## config.mk

```make
export PLATFORM = sky130hd
export DESIGN_NAME = lcd_write_scheduler
export DESIGN_NICKNAME = d
export VERILOG_FILES = /design/src/rtl/lcd_sched_pkg.sv /design/src/rtl/lcd_sched_fifo.sv /design/src/rtl/lcd_write_scheduler.sv
export SDC_FILE = /design/constraint.sdc
export NUM_CORES = 1
export LEC_CHECK = 0
export ABC_AREA = 0
export BUFFER_PORTS_ARGS = -buffer_cell sky130_fd_sc_hd__buf_2
export CAP_MARGIN = 20
export CORE_MARGIN = 3
export CORE_UTILIZATION = 40
export DETAILED_ROUTE_END_ITERATION = 10
export GPL_ROUTABILITY_DRIVEN = 0
export PLACE_DENSITY = 0.64
export REMOVE_ABC_BUFFERS = 1
export SLEW_MARGIN = 30
export SYNTH_ARGS = -nofsm -noshare
export SYNTH_HDL_FRONTEND = slang
export SYNTH_SLANG_ARGS = --single-unit
```

## constraint.sdc

```tcl
create_clock -name clk -period 4.5 [get_ports clk]
set_input_delay 0.9 -clock clk [delete_from_list [all_inputs] [get_ports clk]]
set_output_delay 0.9 -clock clk [all_outputs]
set_load 0.02 [all_outputs]
```

## src/rtl/lcd_sched_pkg.sv

```systemverilog
// Shared types and constants for the LCD write scheduler.
// LCD_SCHED_AUTOWRAP_EN selects line-2 padding and auto-clear.
package lcd_sched_pkg;

  typedef enum logic [2:0] {
    IDLE,
    ISSUE,
    ACK,
    PAD,
    CLRWRAP
  } state_t;

  typedef enum logic [1:0] {
    W_CLEAR,
    W_CHAR,
    W_PAD
  } wr_kind_t;

  localparam logic [7:0] CMD_CLEAR      = 8'h01;
  localparam logic [7:0] CHAR_SPACE     = 8'h20;
  localparam int         DDRAM_LINE_LEN = 40;
  localparam logic [7:0] PRINT_LO       = 8'h20;
  localparam logic [7:0] PRINT_HI       = 8'h7E;

  function automatic logic is_printable(
    input logic [7:0] c
  );
    return (c >= PRINT_LO) && (c <= PRINT_HI);
  endfunction

endpackage

```

## src/rtl/lcd_sched_fifo.sv

```systemverilog
// First-word fall-through character buffer, 8 bits wide.
// Writes when full and reads when empty are ignored.
module lcd_sched_fifo #(
  parameter int DEPTH = 4
) (
  input  logic       clk,
  input  logic       rst,
  input  logic       wr_en,
  input  logic [7:0] wr_data,
  input  logic       rd_en,
  output logic [7:0] rd_data,
  output logic       full,
  output logic       empty
);

  localparam int AW = $clog2(DEPTH);

  logic [7:0]  mem [DEPTH];
  logic [AW:0] wptr;
  logic [AW:0] rptr;
  logic        do_wr;
  logic        do_rd;

  assign empty   = (wptr == rptr);
  assign full    = (wptr[AW] != rptr[AW]) &&
                   (wptr[AW-1:0] == rptr[AW-1:0]);
  assign rd_data = mem[rptr[AW-1:0]];
  assign do_wr   = wr_en && !full;
  assign do_rd   = rd_en && !empty;

  always_ff @(posedge clk) begin
    if (rst) begin
      wptr <= '0;
      rptr <= '0;
    end else begin
      if (do_wr) wptr <= wptr + (AW+1)'(1);
      if (do_rd) rptr <= rptr + (AW+1)'(1);
    end
  end

  always_ff @(posedge clk) begin
    if (do_wr) mem[wptr[AW-1:0]] <= wr_data;
  end

endmodule

```

## src/rtl/lcd_write_scheduler.sv

```systemverilog
// Arbitrates keypad characters and clears into the lcd_wrapper port.
// Define LCD_SCHED_AUTOWRAP_EN for line-2 padding and auto-clear.
module lcd_write_scheduler
  import lcd_sched_pkg::*;
#(
  parameter int COLS       = 16,
  parameter int FIFO_DEPTH = 4
) (
  input  logic                    clk,
  input  logic                    rst,
  input  logic [7:0]              key_char,
  input  logic                    key_strobe,
  input  logic                    clr_req,
  input  logic                    lcd_ready,
  output logic [7:0]              lcd_data,
  output logic                    lcd_valid,
  output logic [$clog2(COLS)-1:0] cursor_col,
  output logic                    cursor_row,
  output logic                    busy,
  output logic                    overflow
);

  localparam int CW = $clog2(COLS);
  localparam logic [CW-1:0] LAST_COL = CW'(COLS - 1);
  localparam logic [4:0] PAD_LAST =
    5'(DDRAM_LINE_LEN - COLS - 1);

  state_t     state;
  wr_kind_t   kind;
  logic       clr_pend;
  logic       line_full;
  logic [4:0] pad_cnt;

  logic       push;
  logic       drop;
  logic       pick_chr;
  logic       discard;
  logic       empty;
  logic       full;
  logic [7:0] head;

  assign push     = key_strobe && is_printable(key_char);
  assign drop     = push && full;
  assign pick_chr = (state == IDLE) && !clr_pend &&
                    !empty && !line_full && lcd_ready;
  assign discard  = (state == IDLE) && !clr_pend &&
                    !empty && line_full;
  assign busy     = (state != IDLE) || !empty || clr_pend;

  lcd_sched_fifo #(
    .DEPTH (FIFO_DEPTH)
  ) u_fifo (
    .clk     (clk),
    .rst     (rst),
    .wr_en   (push),
    .wr_data (key_char),
    .rd_en   (pick_chr || discard),
    .rd_data (head),
    .full    (full),
    .empty   (empty)
  );

  always_ff @(posedge clk) begin
    if (rst) begin
      state      <= IDLE;
      kind       <= W_CLEAR;
      lcd_data   <= 8'h00;
      lcd_valid  <= 1'b0;
      cursor_col <= '0;
      cursor_row <= 1'b0;
      overflow   <= 1'b0;
      clr_pend   <= 1'b1;
      line_full  <= 1'b0;
      pad_cnt    <= '0;
    end else begin
      lcd_valid <= 1'b0;
      if (clr_req) clr_pend <= 1'b1;
      unique case (state)
        IDLE: begin
          if (clr_pend && lcd_ready) begin
            lcd_data  <= CMD_CLEAR;
            lcd_valid <= 1'b1;
            kind      <= W_CLEAR;
            clr_pend  <= clr_req;
            state     <= ISSUE;
          end else if (discard) begin
            overflow <= 1'b1;
          end else if (pick_chr) begin
            lcd_data  <= head;
            lcd_valid <= 1'b1;
            kind      <= W_CHAR;
            state     <= ISSUE;
          end
        end
        ISSUE: state <= ACK;
        ACK: begin
          if (!lcd_ready) begin
            unique case (kind)
              W_CLEAR: begin
                cursor_row <= 1'b0;
                cursor_col <= '0;
                overflow   <= 1'b0;
                line_full  <= 1'b0;
                state      <= IDLE;
              end
              W_CHAR: begin
                if (cursor_col == LAST_COL) begin
`ifdef LCD_SCHED_AUTOWRAP_EN
                  if (!cursor_row) begin
                    pad_cnt <= '0;
                    state   <= PAD;
                  end else begin
                    state <= CLRWRAP;
                  end
`else
                  line_full <= 1'b1;
                  state     <= IDLE;
`endif
                end else begin
                  cursor_col <= cursor_col + 1'b1;
                  state      <= IDLE;
                end
              end
              W_PAD: begin
                if (pad_cnt == PAD_LAST) begin
                  cursor_row <= 1'b1;
                  cursor_col <= '0;
                  state      <= IDLE;
                end else begin
                  pad_cnt <= pad_cnt + 5'd1;
                  state   <= PAD;
                end
              end
              default: state <= IDLE;
            endcase
          end
        end
        PAD: begin
          if (lcd_ready) begin
            lcd_data  <= CHAR_SPACE;
            lcd_valid <= 1'b1;
            kind      <= W_PAD;
            state     <= ISSUE;
          end
        end
        CLRWRAP: begin
          clr_pend <= 1'b1;
          state    <= IDLE;
        end
        default: state <= IDLE;
      endcase
      // a drop in the same cycle as a clear ack still counts
      if (drop) overflow <= 1'b1;
    end
  end

endmodule
```

==> PnR_summary.wiki <==
{| class="wikitable"
! Metric !! Value
|-
| Wire length of the first global-routing pass || around 9.7 mm
|-
| H-tree depth || 3
|-
| Async set-reset flop share out of synthesis || 0%
|-
| Share of Yosys cell area claimed by the top area cell type || a little under a third
|-
| Clock sink count || 66
|-
| Mapped Cells || 252
|-
| CP Capture Type || primary output
|-
| Hold Buf Count CTS || 0
|-
| Area of placed instances || approximately 3300 sq um
|-
| Vias in the first global route || 1,949
|-
| Distinct cells, synth || 53
|-
| Post-CTS sizing || 0
|-
| Count of warnings emitted by yosys || 0
|-
| EDFF count, synth || 32
|-
| Number of setup violations in the final report || 0
|-
| Cell type with the largest total area after synthesis || edfxtp_1
|-
| Clock tree from TritonCTS || yes
|-
| Syn Area/Cell || 12.1 sq um
|-
| Area added between synthesis and finish || 15.1%
|-
| Setup repair after global routing missed its margin || false
|-
| Ant diodes || 0
|-
| Maximum clock skew at final layout || roughly 0.01 ns
|-
| Iteration-0 DRC count of the detailed router || just over 100
|-
| Initial cell density of the core || between 40% and 50%
|-
| Final clock period utilization by the worst path || 61.8%
|-
| Min-delay worst type || reg -> reg
|-
| Worst Path Class, Setup || reg -> out
|-
| Overall Global Routing Usage || between 10% and 20%
|-
| Power density over the cells || roughly 480 nW/um^2
|-
| Hold WS || approximately 0.47 ns
|-
| Die Wd || a little over 90 um
|-
| Synth top cells by count || 34 x dfxtp_1, 32 x edfxtp_1, 13 x nand2_1
|-
| Port Buffer Count || 28
|-
| Final count of hold timing violations || 0
|-
| Worst voltage drop across the vdd grid || roughly 0.16 mV
|-
| Clock latency at the later pin of the worst-skew pair || around 0.34 ns
|-
| Flops & latches, synth || 66
|-
| Leakage component of the power || ~1.3 nW
|-
| Share of the synthesized area in compound gates (AO/OA/AOI/OAI) || about a tenth
|-
| Final-report max-slew violation count || 0
|-
| Number of I/O pins || 29
|-
| Main area contributors after synthesis || edfxtp_1 32%, dfxtp_1 22%, mux4_2 5.9%
|-
| Crit path max fanout || 7
|-
| Final critical path time including I/O delays and setup || roughly 2.8 ns
|-
| Relative slew margins || 51.4%
|-
| Post-CTS setup repair buffer count || 0
|-
| Smallest setup slack after layout || 1.72 ns
|-
| Sequential cell area fraction in the yosys report || a little over half
|-
| Critical path's largest stage delay || 0.37 ns
|-
| Number of nets in the layout || about 310
|-
| Final routed wire length divided by cell count || approximately 15 um
|-
| Aggregate negative setup slack || 0 ns
|-
| Worst setup SP type || register
|-
| Post-Place Setup Slack || between 2 and 2.5 ns
|-
| Synthesized area || approximately 3000 sq um
|-
| Share of synthesized cell area in and, or, nand and nor gates || between 10% and 20%
|-
| Root buffer cell || clkbuf_8
|-
| Avg Vias per Cell || about 5.2
|-
| Worst path cell trace || inv_1 -> ha_1 -> nand2b_1 -> nor4_2 -> inv_2 -> buf_2
|-
| Total number of placement rows || 31
|-
| Post-detailed-route DRC marker count || 0
|-
| Count of max-cap constraint violations || 0
|-
| Xor/xnor cell area share of the yosys netlist || under 10%
|-
| Fraction of layout cells with a size suffix above 1 || roughly 22%
|-
| Overall via count from detail_route || between 2,000 and 2,500
|-
| CTS buffer count || 9
|-
| Dominant cell by count in the synthesized netlist || dfxtp_1
|-
| Max stage delay cell, worst path || nor4_2
|-
| Transition at the pin with the smallest max-transition slack || about 0.72 ns
|-
| Arrival time of data at the critical path endpoint || about 1.9 ns
|-
| Peak clock frequency supported by timing || 0.360 GHz
|-
| Post-CTS clock slew at the launch and capture registers of the worst setup and hold paths || about 0.070 ns
|-
| Die boundary height || around 93 um
|-
| Initial antenna violation count || 0
|-
| Overflow left after global routing || 0
|-
| Final wirelength || 5.85 mm
|-
| Maximum number of pins on one net before global-route repair || 34
|-
| Post-synthesis mux area share || under 10%
|-
| Cell area after layout || 3510 sq um
|-
| Post-Synth Adder-Cell Area || under 10%
|-
| Buffer depth of the longest clock path || 2
|-
| Required time reported for the critical path endpoint || around 3.6 ns
|-
| CORE AREA || between 7000 and 8000 sq um
|-
| HPWL reported at the end of detailed placement || approximately 4 mm
|-
| Drt pass-1 iters || 4
|-
| Top flip-flop cell by instance count after synthesis || dfxtp_1
|-
| Area enclosed by the die boundary || 8700 sq um
|-
| Result of the run || complete, no violations
|-
| Dominant combinational cell family by area after synthesis || simple AND/OR/NAND/NOR gates
|-
| Count of nets left with antenna violations after detail routing || 0
|}
-- area by class of cell --
cell class / instances / area (sq um)
fillers: 651 / 3820
flip-flops and latches: 66 / 1640
multi-input cells: 168 / 1330
repair buffers: 28 / 140
clock buffers: 13 / 139
well taps: 99 / 124
clock inverters: 3 / 90.1
inverters: 11 / 41.3
-- sequential cells by signal, indices dropped and copies added, names as in the netlist, 2 cells and up, named ones only --
register	flops
u_fifo.mem	32
lcd_data	8
pad_cnt	5
cursor_col	4
u_fifo.rptr	3
u_fifo.wptr	3
kind	2
state	2
-- per-layer routing --
layer | share of wire [%] | vias up | global-route usage, % | routed length, um
met2 | 44 | 37 | 21.3 | 2590
met4 | 2.8 | 0 | 7.69 | 166
met3 | 3.0 | 13 | 3.38 | 173
met5 | 0 | - | 0 | 0
li1 | - | 1013 | - | -
met1 | 50 | 951 | 19.8 | 2920
-- kinds of logic after synthesis --
kind of cell | Yosys count
simple gates | 86
flops | 66
compound gates | 43
buf+inv | 18
mux | 17
xor+xnor | 11
fa+ha+maj | 11
-- per-stage QoR --
step | total power [mW] | cells | util [%]
2_1_floorplan | 1.00 | 245 | -
3_3_place_gp | 1.10 | 372 | 44.8
3_5_place_dp | 1.11 | 372 | 44.8
4_1_cts | 1.69 | 388 | 47.9
5_1_grt | 1.76 | 388 | 47.9
6_report | 1.68 | 388 | 47.9
-- power breakdown --
| group | total, mW | leakage, nW | internal [mW] | switching (mW) |
|---|---|---|---|---|
| registers | 0.716 | 0.566 | 0.677 | 0.0389 |
| logic | 0.382 | 0.658 | 0.155 | 0.226 |
| clock network | 0.584 | 0.112 | 0.369 | 0.215 |
-- worst paths after layout --
| path | start | depth (start not counted) | slack (ns) | endpoint |
|---|---|---|---|---|
| worst max-delay path | state[0]$_SDFFE_PP0P_ | 6 | 1.72 | busy |
| worst min-delay path | lcd_data[5]$_SDFFE_PP0P_ | 2 | 0.47 | lcd_data[5]$_SDFFE_PP0P_ |
| worst max register to register | state[0]$_SDFFE_PP0P_ | 7 | 2.56 | kind[0]$_SDFFE_PP0P_ |
| worst min register to register | lcd_data[5]$_SDFFE_PP0P_ | 2 | 0.47 | lcd_data[5]$_SDFFE_PP0P_ |
-- critical path, delay by kind of cell (launching register included) --
kind          cells  cell delay, ns
flops             1            0.34
buf+inv           3            0.45
simple gates      2            0.48
fa+ha+maj         1            0.27
-- cell usage in the layout, fill, tap and decap left out, types with 6 or more instances in the layout --
cell | Yosys | final
a21oi_1 | 11 | 11
a31oi_1 | 6 | 6
buf_2 | 1 | 28
clkbuf_8 | 0 | 9
dfxtp_1 | 34 | 34
edfxtp_1 | 32 | 32
ha_1 | 11 | 11
inv_1 | 10 | 10
mux2i_1 | 7 | 7
mux4_2 | 8 | 8
nand2_1 | 13 | 13
nand2b_1 | 9 | 9
nand3_1 | 7 | 7
nand4_1 | 7 | 7
nor2_1 | 12 | 12
nor2b_1 | 9 | 9
o21ai_0 | 8 | 8
Note: power is estimated with default switching activity, not from simulation.
